==> src/rtl/wm_controller_if.sv <==
// Washing-machine controller signal bundle: sensor/timer inputs toward the
// controller and the exported 3-bit phase state back out.
interface wm_controller_if;
    logic       sig_Lid_Closed;
    logic       sig_Coin;
    logic       sig_Cancel;
    logic       sig_Time_Out;
    logic       sig_Out_Of_Balance;
    logic       sig_Motor_Failure;
    logic [2:0] state;

    modport master (
        output sig_Lid_Closed,
        output sig_Coin,
        output sig_Cancel,
        output sig_Time_Out,
        output sig_Out_Of_Balance,
        output sig_Motor_Failure,
        input  state
    );

    modport slave (
        input  sig_Lid_Closed,
        input  sig_Coin,
        input  sig_Cancel,
        input  sig_Time_Out,
        input  sig_Out_Of_Balance,
        input  sig_Motor_Failure,
        output state
    );
endinterface

==> src/rtl/wm_controller.sv <==
// Washing-machine cycle controller: Moore FSM sequencing coin payment, soak,
// wash, rinse and spin; phase timing comes from an external timer pulse.
module wm_controller #(
    parameter int unsigned COINS_REQUIRED = 1
) (
    input  logic             clock,
    input  logic             reset,
    wm_controller_if.slave   bus
);

    localparam int unsigned CNT_W = 3;

    typedef enum logic [2:0] {
        S_IDLE    = 3'd0,
        S_READY   = 3'd1,
        S_SOAK    = 3'd2,
        S_WASH    = 3'd3,
        S_RINSE   = 3'd4,
        S_SPIN    = 3'd5,
        S_BALANCE = 3'd6,
        S_FAULT   = 3'd7
    } state_t;

    state_t             state_q;
    state_t             state_d;
    logic [CNT_W-1:0]   count_q;
    logic [CNT_W-1:0]   count_d;

    // State and coin count registers
    always_ff @(posedge clock) begin
        if (reset) begin
            state_q <= S_IDLE;
            count_q <= '0;
        end else begin
            state_q <= state_d;
            count_q <= count_d;
        end
    end

    // Next-state logic: motor failure, then cancel, then phase progression
    always_comb begin
        state_d = state_q;
        count_d = count_q;
        case (state_q)
            S_IDLE: begin
                if (bus.sig_Cancel) begin
                    count_d = '0;
                end else if (bus.sig_Coin) begin
                    if (count_q == CNT_W'(COINS_REQUIRED - 1)) begin
                        state_d = S_READY;
                        count_d = '0;
                    end else if (count_q < CNT_W'(COINS_REQUIRED)) begin
                        count_d = count_q + CNT_W'(1);
                    end
                end
            end
            S_READY: begin
                if (bus.sig_Cancel) begin
                    state_d = S_IDLE;
                end else if (bus.sig_Lid_Closed) begin
                    state_d = S_SOAK;
                end
            end
            S_SOAK, S_WASH, S_RINSE: begin
                if (bus.sig_Motor_Failure) begin
                    state_d = S_FAULT;
                end else if (bus.sig_Cancel) begin
                    state_d = S_SPIN;
                end else if (bus.sig_Lid_Closed && bus.sig_Time_Out) begin
                    // Phase order follows the encoding: soak, wash, rinse, spin
                    state_d = state_t'(state_q + 3'd1);
                end
            end
            S_SPIN: begin
                if (bus.sig_Motor_Failure) begin
                    state_d = S_FAULT;
                end else if (bus.sig_Out_Of_Balance || !bus.sig_Lid_Closed) begin
                    state_d = S_BALANCE;
                end else if (bus.sig_Time_Out) begin
                    state_d = S_IDLE;
                end
            end
            S_BALANCE: begin
                if (bus.sig_Motor_Failure) begin
                    state_d = S_FAULT;
                end else if (!bus.sig_Out_Of_Balance && bus.sig_Lid_Closed) begin
                    state_d = S_SPIN;
                end
            end
            S_FAULT: begin
                state_d = S_FAULT;
            end
        endcase
    end

    assign bus.state = state_q;

endmodule

==> src/flat_wrapper.sv <==
// flat-port wrapper written by rule: the top's interface ports become plain ports
module wm_controller_flat 
#(
    parameter int unsigned COINS_REQUIRED = 1
)
  (clock, reset, bus_sig_Lid_Closed, bus_sig_Coin, bus_sig_Cancel, bus_sig_Time_Out, bus_sig_Out_Of_Balance, bus_sig_Motor_Failure, bus_state);
  wm_controller_if bus_i ();
  input  logic clock;
  input  logic reset;
  input wire logic [$bits(bus_i.sig_Lid_Closed)-1:0] bus_sig_Lid_Closed;
  input wire logic [$bits(bus_i.sig_Coin)-1:0] bus_sig_Coin;
  input wire logic [$bits(bus_i.sig_Cancel)-1:0] bus_sig_Cancel;
  input wire logic [$bits(bus_i.sig_Time_Out)-1:0] bus_sig_Time_Out;
  input wire logic [$bits(bus_i.sig_Out_Of_Balance)-1:0] bus_sig_Out_Of_Balance;
  input wire logic [$bits(bus_i.sig_Motor_Failure)-1:0] bus_sig_Motor_Failure;
  output wire logic [$bits(bus_i.state)-1:0] bus_state;
  assign bus_i.sig_Lid_Closed = bus_sig_Lid_Closed;
  assign bus_i.sig_Coin = bus_sig_Coin;
  assign bus_i.sig_Cancel = bus_sig_Cancel;
  assign bus_i.sig_Time_Out = bus_sig_Time_Out;
  assign bus_i.sig_Out_Of_Balance = bus_sig_Out_Of_Balance;
  assign bus_i.sig_Motor_Failure = bus_sig_Motor_Failure;
  assign bus_state = bus_i.state;
  wm_controller #(.COINS_REQUIRED(COINS_REQUIRED)) u_core (.clock(clock), .reset(reset), .bus(bus_i));
endmodule
==> config.mk <==
export PLATFORM = sky130hd
export DESIGN_NAME = wm_controller_flat
export DESIGN_NICKNAME = d
export VERILOG_FILES = /design/src/rtl/wm_controller_if.sv /design/src/rtl/wm_controller.sv /design/src/flat_wrapper.sv
export SDC_FILE = /design/constraint.sdc
export NUM_CORES = 1
export LEC_CHECK = 0
export CAP_MARGIN = 20
export CORE_UTILIZATION = 40
export DETAILED_ROUTE_END_ITERATION = 8
export GPL_TIMING_DRIVEN = 0
export PLACE_DENSITY = 0.75
export SKIP_LAST_GASP = 1
export SYNTH_ARGS = -nofsm -noshare
export SYNTH_HDL_FRONTEND = slang
export SYNTH_SLANG_ARGS = --single-unit
==> constraint.sdc <==
create_clock -name clock -period 2.45 [get_ports clock]
set_clock_uncertainty 0.15 [all_clocks]
set_input_delay 0.49 -clock clock [delete_from_list [all_inputs] [get_ports clock]]
set_output_delay 0.49 -clock clock [all_outputs]
set_load 0.05 [all_outputs]
======== Yosys cells after proc, flatten, opt, wreduce, memory -nomap -nowiden ========
Cells that the tools add are included.
storage, ports and cells
  register bits ........................... 6
  latch bits .............................. 0
  bits in writable memories ............... 0
  bits in read-only memories .............. 0
  input port bits ......................... 8
  output and inout port bits .............. 3
  word-level logic and storage cells ...... 49
  memories kept ........................... 0
operators by class
  $add $sub $neg .......................... 2
  multipliers ............................. 0
  divide/modulo/power cells ............... 0
  order comparisons ....................... 1
  equality and inequality tests ........... 14
  shifts and indexed selects .............. 0
  mux-type cells .......................... 18
  bitwise gates (word level) .............. 0
  reduce and logical (&&, ||, !) cells .... 12
operators with widths
  cell                                                         count
  two-way mux 3 bit                                            17
  one-hot mux 3 bit (6 select lines)                           1
  == test 3 bit (second input constant)                        4
  inequality test 4 x 3 -> 1 bit (second input constant)       2
  AND reduction 7 bit                                          1
  adder 3 x 1 -> 3 bit (second input constant)                 2
  == test 3 x 2 -> 1 bit (second input constant)               2
  logical NOT 3 bit                                            2
  inequality test 2 bit (second input constant)                2
  == test 3 x 1 -> 1 bit (second input constant)               1
  less-than comparator 3 x 1 -> 1 bit (second input constant)  1
  inequality test 3 x 2 -> 1 bit (second input constant)       1
  inequality test 3 bit (second input constant)                1
  AND reduction 3 bit                                          1
  nonzero test 3 bit                                           1
  OR reduction 3 bit                                           1
  logical AND 1 bit                                            2
  logical NOT 1 bit                                            2
  inequality test 2 x 1 -> 1 bit (second input constant)       1
  nonzero test 2 bit                                           1
  logical OR 1 bit                                             1

======== Logic depth before layout (Yosys ltp) ========
  word-level depth ........................ 5
  depth in mapped cells ................... 6
  mapped depth without buffers ............ 6

======== Least setup slack after synthesis ========
Ideal clock, no wire load.
  kind .................................... register -> register
  from .................................... register u_core.state_q[0], in the netlist u_core.bus.state[0]
  to ...................................... register u_core.state_q[0], in the netlist u_core.bus.state[0]
  library setup time ...................... 0.072 ns
  arrival ................................. 1.977 ns
  required time ........................... 2.228 ns
  path slack .............................. 0.251 ns
  stages on the path, launching flop included .. 7
  period minus slack after synthesis ...... 2.199 ns
  cells stage by stage .................... dfxtp_1 -> inv_1 -> ha_1 -> mux2_4 -> or3_1 -> a41o_1 -> mux2i_1
between the ends
  cells in the longest elaborated chain, start to end .. 5
  elaborated cells between the ends (all ways) .. 22
ends and longest elaborated chain
  element                             RTL line             RTL
  from (decl)                         wm_controller.sv:24  state_t state_q;
  from (signal assigned)              wm_controller.sv:35  state_q <= state_d;
  adder 3 x 1 -> 3 bit                wm_controller.sv:71  state_d = state_t'(state_q + 3'd1);
  two-way mux 3 bit                   wm_controller.sv:69  end else if (bus.sig_Lid_Closed && bus.sig_Time_Out) begin
  two-way mux 3 bit                   wm_controller.sv:67  end else if (bus.sig_Cancel) begin
  two-way mux 3 bit                   wm_controller.sv:65  if (bus.sig_Motor_Failure) begin
  one-hot mux 3 bit (6 select lines)  wm_controller.sv:44  case (state_q)
Parallel ways exist; a longest one is shown, timed or not. The select of a mux whose other input is x is not followed.
A chain may end at the register's enable or synchronous reset.

======== Worst setup path after layout ========
  from .................................... register u_core.state_q[0], in the netlist u_core.bus.state[0]
  to ...................................... output bus_state[0]
RTL lines
  element    RTL line            RTL
  to (decl)  flat_wrapper.sv:16  output wire logic [$bits(bus_i.state)-1:0] bus_state;
No word-level cell between the ends.

==> flow_metrics.env <==
export IMPL_period_share=0.866
export IMPL_routed_via_density=5.80
export IMPL_r2r_end="u_core.bus.state[2]$_SDFFE_PP0P_"
export IMPL_core_mm2=0.00135
export IMPL_track_usage=0.179
export IMPL_max_freq_ghz=0.471
export IMPL_synth_area_um2=608
export IMPL_p_int_uw=243
export IMPL_htreeDepth=1
export IMPL_clkTransAtPathRegs_ns=0.04
export IMPL_n_antenna_cell=0
export IMPL_vias=563
export IMPL_cp_required_ns=1.81
export IMPL_rsz0062_at_grt="no"
export IMPL_numPortBuffers=9
export IMPL_grt_pass1_vias=450
export IMPL_hold_depth=2
export IMPL_worstRegToRegCells=5
export IMPL_cts_buffers=3
export IMPL_clock_sinks=6
export IMPL_slew_violations=0
export IMPL_synth_seq_cells=6
export IMPL_synth_warnings=0
export IMPL_r2r_slack_ns=0.46
export IMPL_wl_per_cell_um=13.7
export IMPL_grt_ovfl_total=0
export IMPL_r2r_start="u_core.bus.state[0]$_SDFFE_PP0P_"
export IMPL_drt_iter0_drc=15
export IMPL_p_comb_frac=0.475
export IMPL_clkPwrFrac=0.222
export IMPL_worstSetupPathType="register to output port"
export IMPL_syn_num_nets=86
export IMPL_cp_top_family="buffers and inverters"
export IMPL_post_cts_buffers=0
export IMPL_postSynthCellCount=70
export IMPL_worstSkewPairLatency_ns=0.23
export IMPL_p_sw_uw=141
export IMPL_p_seq_frac=0.303
export IMPL_place_hpwl_mm=1.01
export IMPL_drt_total_wl_mm=1.33
export IMPL_cts_resized=0
export IMPL_antenna_found_initial=0
export IMPL_status="complete, no violations"
export IMPL_drt_drc_violations_left=0
export IMPL_finalHoldViolCount=0
export IMPL_yosys_area_top_type_share=0.198
export IMPL_root_buffer="clkbuf_4"
export IMPL_cp_arrival_ns=1.48
export IMPL_hold_end="u_core.count_q[1]$_SDFFE_PP0P_"
export IMPL_critPathBufInv=1
export IMPL_fp_dieW_um=41.0
export IMPL_synth_edf_count=0
export IMPL_grt_max_degree=11
export IMPL_worst_path_max_delay_cell="clkdlybuf4s50_1"
export IMPL_ys_types=34
export IMPL_rows=13
export IMPL_fin_area_um2=739
export IMPL_drt_pass1_iterations=4
export IMPL_hp_class="register to register"
export IMPL_fin_util=0.548
export IMPL_cts_max_path_buffers=2
export IMPL_drive_above_1_share=0.110
export IMPL_crit_path_end_kind="output port"
export IMPL_tightest_slew_ns=0.503
export IMPL_synth_most_common_cell="ha_1"
export IMPL_place_area_um2=717
export IMPL_io_pins=11
export IMPL_min_delay_start="u_core.count_q[1]$_SDFFE_PP0P_"
export IMPL_ir_drop_mv=0.330
export IMPL_setup_viol=0
export IMPL_grt_pass1_wl_mm=1.93
export IMPL_start_kind="register"
export IMPL_power_density_mw_per_mm2=519
export IMPL_finalSetupTns_ns=0
export IMPL_synth_flop_cell="dfxtp_1"
export IMPL_area_growth_synth_to_final_pct=21.6
export IMPL_syn_area_per_cell_um2=8.69
export IMPL_path_cells="clkdlybuf4s50_1"
export IMPL_fin_crit_ns=2.12
export IMPL_crit_fanout=6
export IMPL_ant_nets=0
export IMPL_hold_buffers=0
export IMPL_dieHeight_um=41.0
export IMPL_switching_share=0.367
export IMPL_synth_area_leaders="dfxtp_1, ha_1, nand2b_1"
export IMPL_drv_cap=0
export IMPL_max_stage_delay_ns=0.83
export IMPL_yosys_area_top_type="dfxtp_1"
export IMPL_place_congestion=0.756
export IMPL_max_slew_margin_rel=0.664
export IMPL_dieArea_mm2=0.00168
export IMPL_fin_nets=100
export IMPL_p_leak_uw=0.000291
export IMPL_ys_top_cells_by_count="ha_1, inv_1, dfxtp_1, nand2b_1"
export IMPL_async_flop_share=0
export IMPL_seq_area_frac_synth=0.198
export IMPL_cts_tree="yes"
export IMPL_start_util=0.450
[cells in the final DEF (no fill, tap or decap), types with 2 or more instances in the layout]
cell	count
nand3_1	2
ha_1	8
nand2b_1	6
o21ba_2	2
a21oi_1	4
clkbuf_4	3
nand2_1	3
dfxtp_1	6
inv_1	7
clkdlybuf4s50_1	9
nor4bb_1	2
o21ai_0	4
mux2i_1	3
[logic make-up (layout without fill, tap and decap cells)]
family / count (synthesis) / count (layout) / synth area share
buf+inv: 9 / 21 / 0.0679
simple gates: 21 / 21 / 0.214
compound gates: 22 / 22 / 0.282
fa+ha+maj: 8 / 8 / 0.165
flops: 6 / 6 / 0.198
mux: 4 / 4 / 0.0741
[per-layer routing]
metal / up-vias / global-route usage / share of wire
met3: 2 / 0.0163 / 0.048
li1: 287 / - / -
met5: - / 0 / 0
met4: 0 / 0.100 / 0.0060
met1: 260 / 0.268 / 0.50
met2: 14 / 0.242 / 0.45
[how the worst max path moves through the flow]
stage | start | cells after the start | endpoint
final | u_core.bus.state[0]$_SDFFE_PP0P_ | 1 | bus_state[0]
after global routing | bus_sig_Lid_Closed | 5 | u_core.bus.state[2]$_SDFFE_PP0P_
after CTS | u_core.bus.state[0]$_SDFFE_PP0P_ | 1 | bus_state[0]
after detailed placement | bus_sig_Lid_Closed | 5 | u_core.bus.state[2]$_SDFFE_PP0P_
after global placement | bus_sig_Lid_Closed | 5 | u_core.bus.state[2]$_SDFFE_PP0P_
after floorplan | u_core.bus.state[0]$_SDFFE_PP0P_ | 6 | u_core.bus.state[0]$_SDFFE_PP0P_
[final cells by class]
cell class / instances / area (um^2)
Buffer: 2 / 15.0
Inverter: 7 / 26.3
Timing Repair Buffer: 9 / 90.1
Clock buffer: 3 / 22.5
Tap cell: 15 / 18.8
Fill cell: 138 / 611
Sequential cell: 6 / 120
Multi-Input combinational cell: 55 / 447
[flip-flops by register name (all words and copies together), names as in the netlist]
register          cells
u_core.bus.state      3
u_core.count_q        3
[per-stage QoR]
| stage | total power, uW | hold WS [ns] | setup slack, ns | std cells |
|---|---|---|---|---|
| 4_1_cts | 388 | 0.370 | 0.303 | 97 |
| 3_5_place_dp | 298 | 0.364 | 0.105 | 94 |
| 2_1_floorplan | 246 | 0.329 | 0.251 | 70 |
| 3_3_place_gp | 295 | 0.354 | 0.149 | 94 |
| 5_1_grt | 409 | 0.409 | 0.248 | 97 |
| 6_report | 383 | 0.364 | 0.329 | 97 |
[tightest hold or removal path, cell delays in order (launching register included)]
cell	delay, ns
dfxtp_1	0.32
o21ai_0	0.08
a21oi_1	0.06
[power groups by stage]
| stage | sequential, uW | clock [uW] | combinational [uW] |
|---|---|---|---|
| floorplan | 141 | 0 | 105 |
| global placement | 118 | 0 | 176 |
| detailed placement | 118 | 0 | 180 |
| CTS | 117 | 90.3 | 181 |
| global route | 118 | 93.9 | 197 |
| finish | 116 | 85.2 | 182 |
Note: power is estimated with default switching activity, not from simulation.
